===== config.mk =====
export PLATFORM = sky130hd
export DESIGN_NAME = pmem_loader
export DESIGN_NICKNAME = d
export VERILOG_FILES = /design/src/rtl/pmem_loader.sv
export SDC_FILE = /design/constraint.sdc
export NUM_CORES = 1
export LEC_CHECK = 0
export CAP_MARGIN = 0
export CORE_UTILIZATION = 58
export CTS_CLUSTER_DIAMETER = 120
export CTS_CLUSTER_SIZE = 14
export DETAILED_ROUTE_END_ITERATION = 8
export PLACE_DENSITY = 0.89
export RECOVER_POWER = 25
export SLEW_MARGIN = 20
export SYNTH_ARGS = -nofsm -noshare
export SYNTH_HDL_FRONTEND = slang
export SYNTH_SLANG_ARGS = --single-unit

===== constraint.sdc =====
create_clock -name clock -period 4.7 [get_ports clock]
set_input_delay 0.47 -clock clock [delete_from_list [all_inputs] [get_ports clock]]
set_output_delay 0.47 -clock clock [all_outputs]
set_load 0.05 [all_outputs]

===== src/rtl/pmem_loader.sv =====
// Program-memory loader: parses a length-prefixed, checksummed byte stream,
// writes big-endian 16-bit words to program memory and releases the CPU reset.
module pmem_loader #(
  parameter int PMEM_ADDR_WIDTH = 12,
  parameter int PMEM_WORD_WIDTH = 16,
  parameter int PMEM_NUM_WORDS  = 2048,
  parameter int PC_INCREMENT    = 2
) (
  input  logic                       clock,
  input  logic                       reset,
  input  logic                       in_byte_valid,
  input  logic [7:0]                 in_byte,
  input  logic                       in_reload,
  output logic                       out_byte_ready,
  output logic                       out_pmem_wr_en,
  output logic [PMEM_ADDR_WIDTH-1:0] out_pmem_wr_addr,
  output logic [PMEM_WORD_WIDTH-1:0] out_pmem_wr_word,
  output logic                       out_cpu_reset,
  output logic                       out_done,
  output logic                       out_error
);

  localparam int CW = PMEM_ADDR_WIDTH + 1;

  typedef enum logic [2:0] {
    S_LEN_HI,
    S_LEN_LO,
    S_DATA_HI,
    S_DATA_LO,
    S_CHK,
    S_DONE,
    S_ERROR
  } state_t;

  state_t        state;
  logic [7:0]    len_hi;
  logic [7:0]    data_hi;
  logic [7:0]    sum;
  logic [CW-1:0] len;
  logic [CW-1:0] word_cnt;
  logic [15:0]   len_full;
  logic          accept;

  assign accept   = in_byte_valid && out_byte_ready;
  assign len_full = {len_hi, in_byte};

  // Byte address of a word index; wraps at the program-memory size.
  function automatic logic [PMEM_ADDR_WIDTH-1:0] word_addr(input logic [CW-1:0] cnt);
    return PMEM_ADDR_WIDTH'(cnt * CW'(PC_INCREMENT));
  endfunction

  always_ff @(posedge clock) begin
    if (reset) begin
      state            <= S_LEN_HI;
      out_byte_ready   <= 1'b0;
      out_pmem_wr_en   <= 1'b0;
      out_pmem_wr_addr <= '0;
      out_pmem_wr_word <= '0;
      out_cpu_reset    <= 1'b1;
      out_done         <= 1'b0;
      out_error        <= 1'b0;
      sum              <= 8'd0;
      word_cnt         <= '0;
      len              <= '0;
      len_hi           <= 8'd0;
      data_hi          <= 8'd0;
    end else begin
      out_pmem_wr_en <= 1'b0;
      case (state)
        S_LEN_HI: begin
          out_byte_ready <= 1'b1;
          if (accept) begin
            len_hi <= in_byte;
            sum    <= sum + in_byte;
            state  <= S_LEN_LO;
          end
        end
        S_LEN_LO: if (accept) begin
          sum <= sum + in_byte;
          len <= len_full[CW-1:0];
          if (len_full > 16'(PMEM_NUM_WORDS)) begin
            state          <= S_ERROR;
            out_error      <= 1'b1;
            out_byte_ready <= 1'b0;
          end else if (len_full == 16'd0) begin
            state <= S_CHK;
          end else begin
            state <= S_DATA_HI;
          end
        end
        S_DATA_HI: if (accept) begin
          data_hi <= in_byte;
          sum     <= sum + in_byte;
          state   <= S_DATA_LO;
        end
        S_DATA_LO: if (accept) begin
          sum              <= sum + in_byte;
          out_pmem_wr_en   <= 1'b1;
          out_pmem_wr_addr <= word_addr(word_cnt);
          out_pmem_wr_word <= PMEM_WORD_WIDTH'({data_hi, in_byte});
          word_cnt         <= word_cnt + 1'b1;
          state            <= (word_cnt + 1'b1 == len) ? S_CHK : S_DATA_HI;
        end
        S_CHK: if (accept) begin
          out_byte_ready <= 1'b0;
          if (in_byte == sum) begin
            state         <= S_DONE;
            out_done      <= 1'b1;
            out_cpu_reset <= 1'b0;
          end else begin
            state     <= S_ERROR;
            out_error <= 1'b1;
          end
        end
        S_DONE, S_ERROR: if (in_reload) begin
          // Restart without a byte; the CPU goes back into reset immediately.
          state          <= S_LEN_HI;
          out_byte_ready <= 1'b1;
          out_cpu_reset  <= 1'b1;
          out_done       <= 1'b0;
          out_error      <= 1'b0;
          sum            <= 8'd0;
          word_cnt       <= '0;
        end
        default: state <= S_LEN_HI;
      endcase
    end
  end

endmodule


==> results.py, run 1 <==
metrics = {
    "outcome": {
        "status": "finished clean",
    },
    "yosys": {
        "synthCells": 510,
        "synth_top_area_share_pct": 41.69,
        "synthDistinctLibCells": 57,
        "synth_top_area_cell": "dfxtp_1",
        "synth.top_cells.by_area": "dfxtp_1 (42%), nand2_1 (8.8%), a21oi_1 (8.3%)",
        "ys_seq_area_share_pct": 41.69,
        "async_flop_share_pct": 0,
        "synth_fp_nets": 531,
        "synth_ff_type": "dfxtp_1",
        "synth.ff_latch_count": 85,
        "syn_area_mm2": 0.004081,
        "synth-edff-count": 0,
        "syn_area_per_cell_um2": 8.003,
        "ys_warn_count": 0,
    },
    "clock_tree": {
        "clkTransAtPathRegs_ns": 0.09,
        "clock_sinks": 85,
        "cts_setup_buffers": 0,
        "cts_hold_buffers": 0,
        "cts_buffer_depth": 2,
        "cts_tree": "done",
        "htree_levels": 3,
        "numCtsBuffers": 9,
        "cts-root-buf": "clkbuf_8",
        "clk_latency_ns": 0.38,
        "cts_resized": 0,
    },
    "die": {
        "num_rows": 30,
        "die_h_um": 85.89,
        "die_x_um": 85.89,
        "floorplan.initialDensity_pct": 60.07,
        "io_pins": 45,
        "die_area_mm2": 0.007376,
        "core-area_mm2": 0.006794,
    },
    "placed_design": {
        "port_buffers": 43,
        "placed_cell_area_mm2": 0.004487,
        "dp_hpwl_mm": 6.511,
        "place_congestion": 0.8824,
    },
    "cells_and_area": {
        "drive_gt1_share_pct": 5.587,
        "finalNetCount": 553,
        "diodes": 0,
        "regArea_mm2": 0.001702,
        "areaGrowthSynthToFinish_pct": 15.14,
        "postLayoutCellArea_mm2": 0.004700,
        "multi_input_comb_area_mm2": 0.002187,
        "num-fill-cells": 528,
    },
    "critical_path": {
        "endpoint": "word_cnt[11]",
        "cp.arrival_ns": 3.52,
        "startpoint_type": "input port",
        "r2r_cells": 7,
        "cp-end-kind": "register",
        "r2r_end": "word_cnt[11]",
        "cp_max_fo": 22,
        "worstReg2RegStart": "out_byte_ready",
        "crit_required_ns": 4.98,
        "rrSetupSlack_ns": 1.71,
        "critPathKind": "in -> reg",
        "startpoint": "in_byte_valid",
    },
    "detailed_routing": {
        "drt-initial-drc-count": 367,
        "wl_per_cell_um": 15.55,
        "route.detailed.drc": 0,
        "dr.pass1.iters": 5,
        "wl_mm": 9.845,
        "vias": 3798,
        "drtAntennaViolNets": 0,
        "vias_per_cell": 6.000,
    },
    "grt": {
        "antenna_found_initial": 0,
        "grt_pass1_wl_mm": 15.90,
        "overflow": 0,
        "grt_pass1_vias": 3480,
        "grt_max_degree": 53,
        "grt_use_total_pct": 27.53,
    },
    "sta": {
        "rsz0062_at_grt": "false",
        "tightest_slew_ns": 0.8426,
        "hold_viol": 0,
        "final_max_slew_viol_count": 0,
        "fin_tns_setup_ns": 0,
        "setup_violations": 0,
        "period_share_pct": 68.89,
        "clock.fmax_mhz": 308.8,
        "fin_crit_ns": 3.238,
        "skew_ns": 0.01084,
        "relSlewSlack_pct": 43.83,
    },
    "job": {
        "drv_cap": 0,
    },
    "power": {
        "ir_drop_uv": 205.5,
        "power.leakage_uw": 0.001685,
        "power_density_mw_per_mm2": 310.9,
    },
    "hold_path": {
        "min_path_type": "reg -> reg",
    },
}
==> Yosys cell counts (all sizes together), types with 4 or more instances <==
cell type	n
nand2	96
ha	8
nor2	41
and3	6
a21oi	68
o31ai	4
nand3	16
nor3b	5
mux2i	16
clkbuf	30
or3	7
xnor2	12
inv	5
dfxtp	85
xor2	8
a31oi	5
buf	6
o21ai	25
nor3	10
nor4	5
==> metal layers <==
metal / global-route usage (%) / share of wire, % / up-vias
li1: - / - / 1811
met1: 33.48 / 41 / 1776
met2: 46.46 / 50 / 183
met3: 6.641 / 6.6 / 28
met4: 11.82 / 2.4 / 0
met5: 0 / 0 / -
==> cell families after synthesis <==
kind of cell | Yosys count | synth area share, %
and+or+nand+nor | 207 | 23.91
AOI/OAI and AO/OA | 129 | 18.15
DFF | 85 | 41.69
buffers and inverters | 42 | 4.721
xor gates and xnor gates | 20 | 4.292
muxes | 17 | 4.200
adders and majority gates | 9 | 2.943
other | 1 | 0.09188
==> how the worst min path moves through the flow <==
stage                    startpoint              endpoint  slack, ns  cells past startpoint
2_1_floorplan            data_hi[2]  out_pmem_wr_word[10]       0.43                      2
3_3_place_gp             data_hi[3]  out_pmem_wr_word[11]       0.44                      2
3_5_place_dp   out_pmem_wr_addr[10]  out_pmem_wr_addr[10]       0.45                      2
4_1_cts        out_pmem_wr_addr[10]  out_pmem_wr_addr[10]       0.46                      2
5_1_grt         out_pmem_wr_addr[9]   out_pmem_wr_addr[9]       0.48                      2
6_report       out_pmem_wr_addr[10]  out_pmem_wr_addr[10]       0.45                      2
==> sequential cells by signal, indices dropped and copies added, names as in the netlist <==
name,count
out_pmem_wr_addr,11
out_byte_ready,1
sum,8
len,13
out_pmem_wr_en,1
state,3
word_cnt,13
out_done,1
data_hi,8
len_hi,8
out_pmem_wr_word,16
out_cpu_reset,1
out_error,1
==> per-stage QoR <==
step | instances | hold WS [ns] | worst slack [ns] | power, uW | utilization [%]
global route | 633 | 0.4754 | 1.355 | 1514 | 69.17
finish | 633 | 0.4527 | 1.462 | 1461 | 69.17
floorplan | 510 | 0.4313 | 2.320 | 869.3 | -
global placement | 617 | 0.4414 | 1.382 | 901.7 | 66.04
CTS | 633 | 0.4587 | 1.642 | 1459 | 69.17
detailed placement | 617 | 0.4459 | 1.257 | 908.8 | 66.04
==> where the power goes <==
group / leakage (uW) / total, uW / internal, uW / switching, uW
Clock: 0.000106 / 565 / 270 / 295
Sequential: 0.000687 / 752 / 735 / 16.8
Combinational: 0.000893 / 145 / 56.8 / 87.8
Total: 0.00169 / 1460 / 1060 / 400
==> layout by cell type (no fill, tap or decap), types with 4 or more instances in the layout <==
master / instances
nor2_1: 40
buf_4: 4
o21ai_0: 25
a31oi_1: 5
dlygate4sd3_1: 17
nor3_1: 9
xnor2_1: 12
and3_1: 5
o31ai_1: 4
dfxtp_1: 85
mux2i_1: 16
inv_1: 5
ha_1: 8
nor3b_1: 5
xor2_1: 8
clkdlybuf4s50_1: 25
or3_1: 7
nand3_1: 15
clkbuf_8: 10
nor4_1: 4
a21oi_1: 68
nand2_1: 96
==> critical path, cell delays in order <==
cell and delay, ns:
dlygate4sd3_1 0.55, nand2_1 0.14, nor2_1 0.62, and3_1 0.82, nand2b_1 0.36, clkinv_1 0.24
nand3_1 0.10, o21ai_0 0.21
==> final cells by class <==
type | instances | area share [%]
clock buffer | 10 | 2.929
clock inverter | 6 | 1.597
inverter | 6 | 0.4792
multi-input combinational | 383 | 46.54
sequential | 85 | 36.21
tap | 96 | 2.556
timing repair buffer | 47 | 9.691
(Power assumes the default switching activity.)
==> run 2, diff against run 1 <==
--- a/config.mk
+++ b/config.mk
@@ -6,11 +6,11 @@
 export NUM_CORES = 1
 export LEC_CHECK = 0
 export CAP_MARGIN = 0
-export CORE_UTILIZATION = 58
+export CORE_UTILIZATION = 56
 export CTS_CLUSTER_DIAMETER = 120
 export CTS_CLUSTER_SIZE = 14
 export DETAILED_ROUTE_END_ITERATION = 8
-export PLACE_DENSITY = 0.89
+export PLACE_DENSITY = 0.86
 export RECOVER_POWER = 25
 export SLEW_MARGIN = 20
 export SYNTH_ARGS = -nofsm -noshare
==> constraint.sdc (replaced) <==
create_clock -name clock -period 3.4 [get_ports clock]
set_input_delay 0.34 -clock clock [delete_from_list [all_inputs] [get_ports clock]]
set_output_delay 0.34 -clock clock [all_outputs]
set_load 0.05 [all_outputs]
==> run 2 against run 1 <==
  * Clock power grew 37%
  * Sequential cell count is the same
  * Die area grew 3.5%
  * Sequential share of layout area shrank 0.12 points
  * Cell area grew 0.32%
  * Clock skew grew 0.0010 ns
  * Register-to-register slack lost 1.0 ns
==> results.py, run 2 (synthesized netlist as in run 1, its figures left out) <==
metrics = {
    "outcome": {
        "status": "finished clean",
    },
    "sta": {
        "fin_crit_ns": 2.830,
        "final_max_slew_viol_count": 0,
        "clock.fmax_mhz": 353.4,
        "period_share_pct": 83.22,
        "hold_viol": 0,
        "relSlewSlack_pct": 40.81,
        "fin_hold_ws_ns": 0.3398,
        "skew_ns": 0.01188,
        "rsz0062_at_grt": "false",
        "fin_tns_setup_ns": 0,
        "tightest_slew_ns": 0.8810,
        "setup_violations": 0,
    },
    "power": {
        "ir_drop_uv": 261.0,
        "finalPower_uw": 2010,
        "power_density_mw_per_mm2": 426.3,
        "power.leakage_uw": 0.001685,
    },
    "die": {
        "die_x_um": 87.37,
        "floorplan.initialDensity_pct": 59.09,
        "io_pins": 45,
        "num_rows": 30,
        "die_h_um": 87.37,
        "die_area_mm2": 0.007634,
        "core-area_mm2": 0.006907,
    },
    "critical_path": {
        "startpoint_type": "input port",
        "cp.arrival_ns": 3.09,
        "cp-end-kind": "register",
        "crit_required_ns": 3.66,
        "cp_max_fo": 7,
        "critPathTopFamily": "compound AO/OA/AOI/OAI gates",
        "critPathBufInv": 1,
        "worstPathCellList": "dlygate4sd3_1, ha_1, a21o_1, a21oi_1, o21bai_1, a2111oi_0, o211ai_1, o31ai_1, mux2_2",
        "critPathMaxStageDelay_ns": 0.72,
        "critPathKind": "in -> reg",
        "critPathSlowestCell": "dlygate4sd3_1",
    },
    "placed_design": {
        "dp_hpwl_mm": 6.455,
        "port_buffers": 43,
        "placed_cell_area_mm2": 0.004509,
        "place_congestion": 0.8692,
    },
    "grt": {
        "grt_pass1_vias": 3419,
        "grt_max_degree": 63,
        "antenna_found_initial": 0,
        "grt_pass1_wl_mm": 15.97,
        "overflow": 0,
        "grt_use_total_pct": 26.89,
    },
    "cells_and_area": {
        "top_regs": "out_pmem_wr_word x16, len x13, word_cnt x13",
        "finalNetCount": 556,
        "postLayoutCellArea_mm2": 0.004715,
        "most-common-layout-cells": "nand2_1 (96), dfxtp_1 (85), a21oi_1 (68), nor2_1 (40), o21ai_0 (25)",
        "layout_commonest_cell": "nand2_1",
        "max_flop_register": "out_pmem_wr_word",
        "drive_gt1_share_pct": 5.741,
        "diodes": 0,
        "largest_reg_flops": 16,
        "areaGrowthSynthToFinish_pct": 15.51,
    },
    "job": {
        "drv_cap": 0,
    },
    "clock_tree": {
        "cts_setup_buffers": 0,
        "clkTransAtPathRegs_ns": 0.09,
        "clock_sinks": 85,
        "clk_latency_ns": 0.37,
        "cts-root-buf": "clkbuf_8",
        "htree_levels": 3,
        "numCtsBuffers": 9,
        "cts_resized": 0,
        "cts_tree": "done",
        "cts_hold_buffers": 0,
        "cts_buffer_depth": 2,
    },
    "hold_path": {
        "min_path_type": "in -> reg",
    },
    "detailed_routing": {
        "drtAntennaViolNets": 0,
        "vias": 3772,
        "wl_per_cell_um": 15.25,
        "drt-initial-drc-count": 335,
        "route.detailed.drc": 0,
        "wl_mm": 9.698,
        "vias_per_cell": 5.931,
        "dr.pass1.iters": 5,
    },
}
-- run 2: changes by cell type in the layout (fill, tap and decap cells not counted), sizes merged --
cell | previous run | this run
clkdlybuf4s50 | 25 | 24
buf | 5 | 6
clkbuf | 10 | 12
dlygate4sd3 | 17 | 18
-- run 2: report_power, final --
group / switching (uW) / internal, uW / total [uW]
combinational: 119 / 78.9 / 198
clock: 400 / 373 / 773
sequential: 22.6 / 1020 / 1040
-- run 2: path summary, 6_finish.rpt --
path,start,end,slack [ns],depth (start not counted)
max,in_byte[1],sum[7],0.57,9
max reg2reg,word_cnt[0],state[2],0.68,8
min,reset,word_cnt[0],0.34,2
min reg2reg,out_pmem_wr_addr[10],out_pmem_wr_addr[10],0.45,2
-- run 2: per-stage QoR --
stage	setup slack (ns)	utilization [%]	cells
after CTS	0.7049	68.37	636
after floorplan	1.149	-	510
after detailed placement	0.3178	65.29	620
after global routing	0.3643	68.26	636
after global placement	0.4256	65.29	620
final	0.5704	68.26	636
-- run 2: final cells by class --
type | count | area, um2
flip-flops and latches | 85 | 1702
clock inverters | 6 | 75.07
inverters | 6 | 22.52
multi-input cells | 383 | 2187
well taps | 96 | 120.1
fillers | 570 | 2192
clock buffers | 10 | 137.6
repair buffers | 50 | 470.5
-- run 2: per-layer routing --
metal	track usage [%]	vias to the layer above	routed length (um)
met5	0	-	0
met4	10.58	0	222
met3	5.213	22	659
met2	44.74	163	4728
met1	34.30	1775	4087
li1	-	1812	-
==> run 3, diff against run 2 <==
==> constraint.sdc (replaced) <==
create_clock -name clock -period 2.9 [get_ports clock]
set_input_delay 0.29 -clock clock [delete_from_list [all_inputs] [get_ports clock]]
set_output_delay 0.29 -clock clock [all_outputs]
set_load 0.05 [all_outputs]
==> run 3 against run 2 <==
  * Sequential cell count is the same
  * Die area is the same
  * Routed wire length shrank 2.5%
  * Largest power group unchanged
==> results.py, run 3 (synthesized netlist as in run 1, its figures left out) <==
metrics = {
    "sta": {
        "final_max_slew_viol_count": 0,
        "setup_ws_ns": 0.3391,
        "rsz0062_at_grt": "false",
        "period_share_pct": 88.31,
        "setup_violations": 0,
        "tightest_slew_ns": 0.9084,
        "fin_hold_ws_ns": 0.3477,
        "hold_viol": 0,
        "clock.fmax_mhz": 390.5,
        "fin_tns_setup_ns": 0,
        "skew_ns": 0.008718,
        "fin_crit_ns": 2.561,
        "relSlewSlack_pct": 38.97,
    },
    "hold_path": {
        "min_path_cells": 2,
        "min_path_type": "in -> reg",
        "worstHoldStart": "reset",
        "min_to": "out_pmem_wr_addr[8]",
    },
    "detailed_routing": {
        "met3_wirelength_um": 496,
        "highest_layer": "met4",
        "vias": 3710,
        "route.met2.wl_mm": 4.691,
        "dr.pass1.iters": 4,
        "drt-initial-drc-count": 260,
        "drtAntennaViolNets": 0,
        "wl_met1_mm": 4.116,
        "wl_mm": 9.459,
        "wl_per_cell_um": 14.60,
        "vias_per_cell": 5.725,
        "route.detailed.drc": 0,
    },
    "cells_and_area": {
        "num-fill-cells": 586,
        "fin_util_pct": 69.00,
        "regArea_mm2": 0.001702,
        "multi_input_comb_area_mm2": 0.002182,
        "largest_reg_flops": 16,
        "most-common-layout-cells": "nand2_1 (96), dfxtp_1 (85), a21oi_1 (68), nor2_1 (40), clkdlybuf4s50_1 (35)",
        "top_regs": "out_pmem_wr_word x16, len x13, word_cnt x13",
        "finalNetCount": 568,
        "areaGrowthSynthToFinish_pct": 16.77,
        "max_flop_register": "out_pmem_wr_word",
        "drive_gt1_share_pct": 7.246,
        "layout_commonest_cell": "nand2_1",
        "diodes": 0,
    },
    "clock_tree": {
        "cts_buffer_depth": 2,
        "numCtsBuffers": 9,
        "clk_latency_ns": 0.35,
        "cts_setup_buffers": 0,
        "cts_resized": 0,
        "clkTransAtPathRegs_ns": 0.08,
        "clock_sinks": 85,
        "cts-root-buf": "clkbuf_8",
        "htree_levels": 3,
        "cts_tree": "done",
        "cts_hold_buffers": 0,
    },
    "critical_path": {
        "worstPathCellList": "ha_1, nand3_1, or3_1, o32ai_1, nor2b_1, or2_2, o21ai_0, a211oi_1",
        "critPathKind": "reg -> reg",
        "worstReg2RegStart": "word_cnt[0]",
        "critPathSlowestCell": "dfxtp_1",
        "startpoint_type": "register",
        "cp.arrival_ns": 2.79,
        "cp-end-kind": "register",
        "critPathTopFamily": "simple AND/OR/NAND/NOR gates",
        "rrSetupSlack_ns": 0.34,
        "cp_max_fo": 8,
        "r2r_cells": 8,
        "crit_required_ns": 3.13,
        "r2r_end": "state[1]",
        "critPathMaxStageDelay_ns": 0.48,
        "critPathBufInv": 0,
    },
    "die": {
        "die_x_um": 87.37,
        "floorplan.initialDensity_pct": 59.09,
        "core-area_mm2": 0.006907,
        "io_pins": 45,
        "num_rows": 30,
        "die_area_mm2": 0.007634,
        "die_h_um": 87.37,
    },
    "placed_design": {
        "place_congestion": 0.8970,
        "port_buffers": 43,
        "place_ws_ns": 0.1002,
        "dp_hpwl_mm": 6.683,
    },
    "power": {
        "power_density_mw_per_mm2": 465.0,
        "power.leakage_uw": 0.001699,
        "ir_drop_uv": 428.0,
        "finalPower_uw": 2216,
    },
    "grt": {
        "grt_pass1_vias": 3541,
        "antenna_found_initial": 0,
        "grt_pass1_wl_mm": 16.13,
        "grt_use_total_pct": 27.03,
        "overflow": 0,
        "grt_max_degree": 60,
    },
    "outcome": {
        "status": "finished clean",
    },
    "job": {
        "drv_cap": 0,
    },
}
[run 3: per-stage QoR]
stage,instances,instance area (um2)
CTS,648,4778
finish,648,4766
floorplan,510,4081
global placement,632,4599
detailed placement,632,4599
global route,648,4766
[run 3: worst reg2reg max path: cells and delay by family, from the launching register on]
kind	cells	cell delay [ns]
AOI/OAI and AO/OA	3	0.59
adders and majority gates	1	0.30
DFF	1	0.48
and+or+nand+nor	4	1.08
[run 3: per-layer routing]
layer / GRT usage (%) / up-vias
li1: - / 1850
met3: 6.161 / 18
met2: 45.53 / 126
met1: 33.14 / 1716
met5: 0 / -
met4: 11.48 / 0
[run 3: how the worst max path moves through the flow]
stage / slack [ns] / cells after the start / end / startpoint
2_1_floorplan: 0.65 / 6 / len_hi[0] / out_byte_ready
3_3_place_gp: 0.14 / 9 / sum[7] / in_byte[1]
3_5_place_dp: 0.10 / 9 / sum[7] / in_byte[1]
4_1_cts: 0.33 / 8 / state[1] / word_cnt[0]
5_1_grt: 0.14 / 8 / state[2] / word_cnt[0]
6_report: 0.34 / 8 / state[1] / word_cnt[0]
[run 3: final cells by class]
| cell class | instances | share of cell area, % |
|---|---|---|
| Multi-Input combinational cell | 383 | 45.79 |
| Sequential cell | 85 | 35.70 |
| Timing Repair Buffer | 62 | 11.76 |
| Clock buffer | 12 | 3.045 |
| Tap cell | 96 | 2.520 |
| Clock inverter | 4 | 0.7088 |
| Inverter | 6 | 0.4726 |
[run 3: power breakdown]
group	total [uW]	switching [uW]	internal (uW)	leakage [uW]
registers	1220	25.0	1190	0.000687
logic	241	140	102	0.000925
clock network	759	419	340	0.0000868
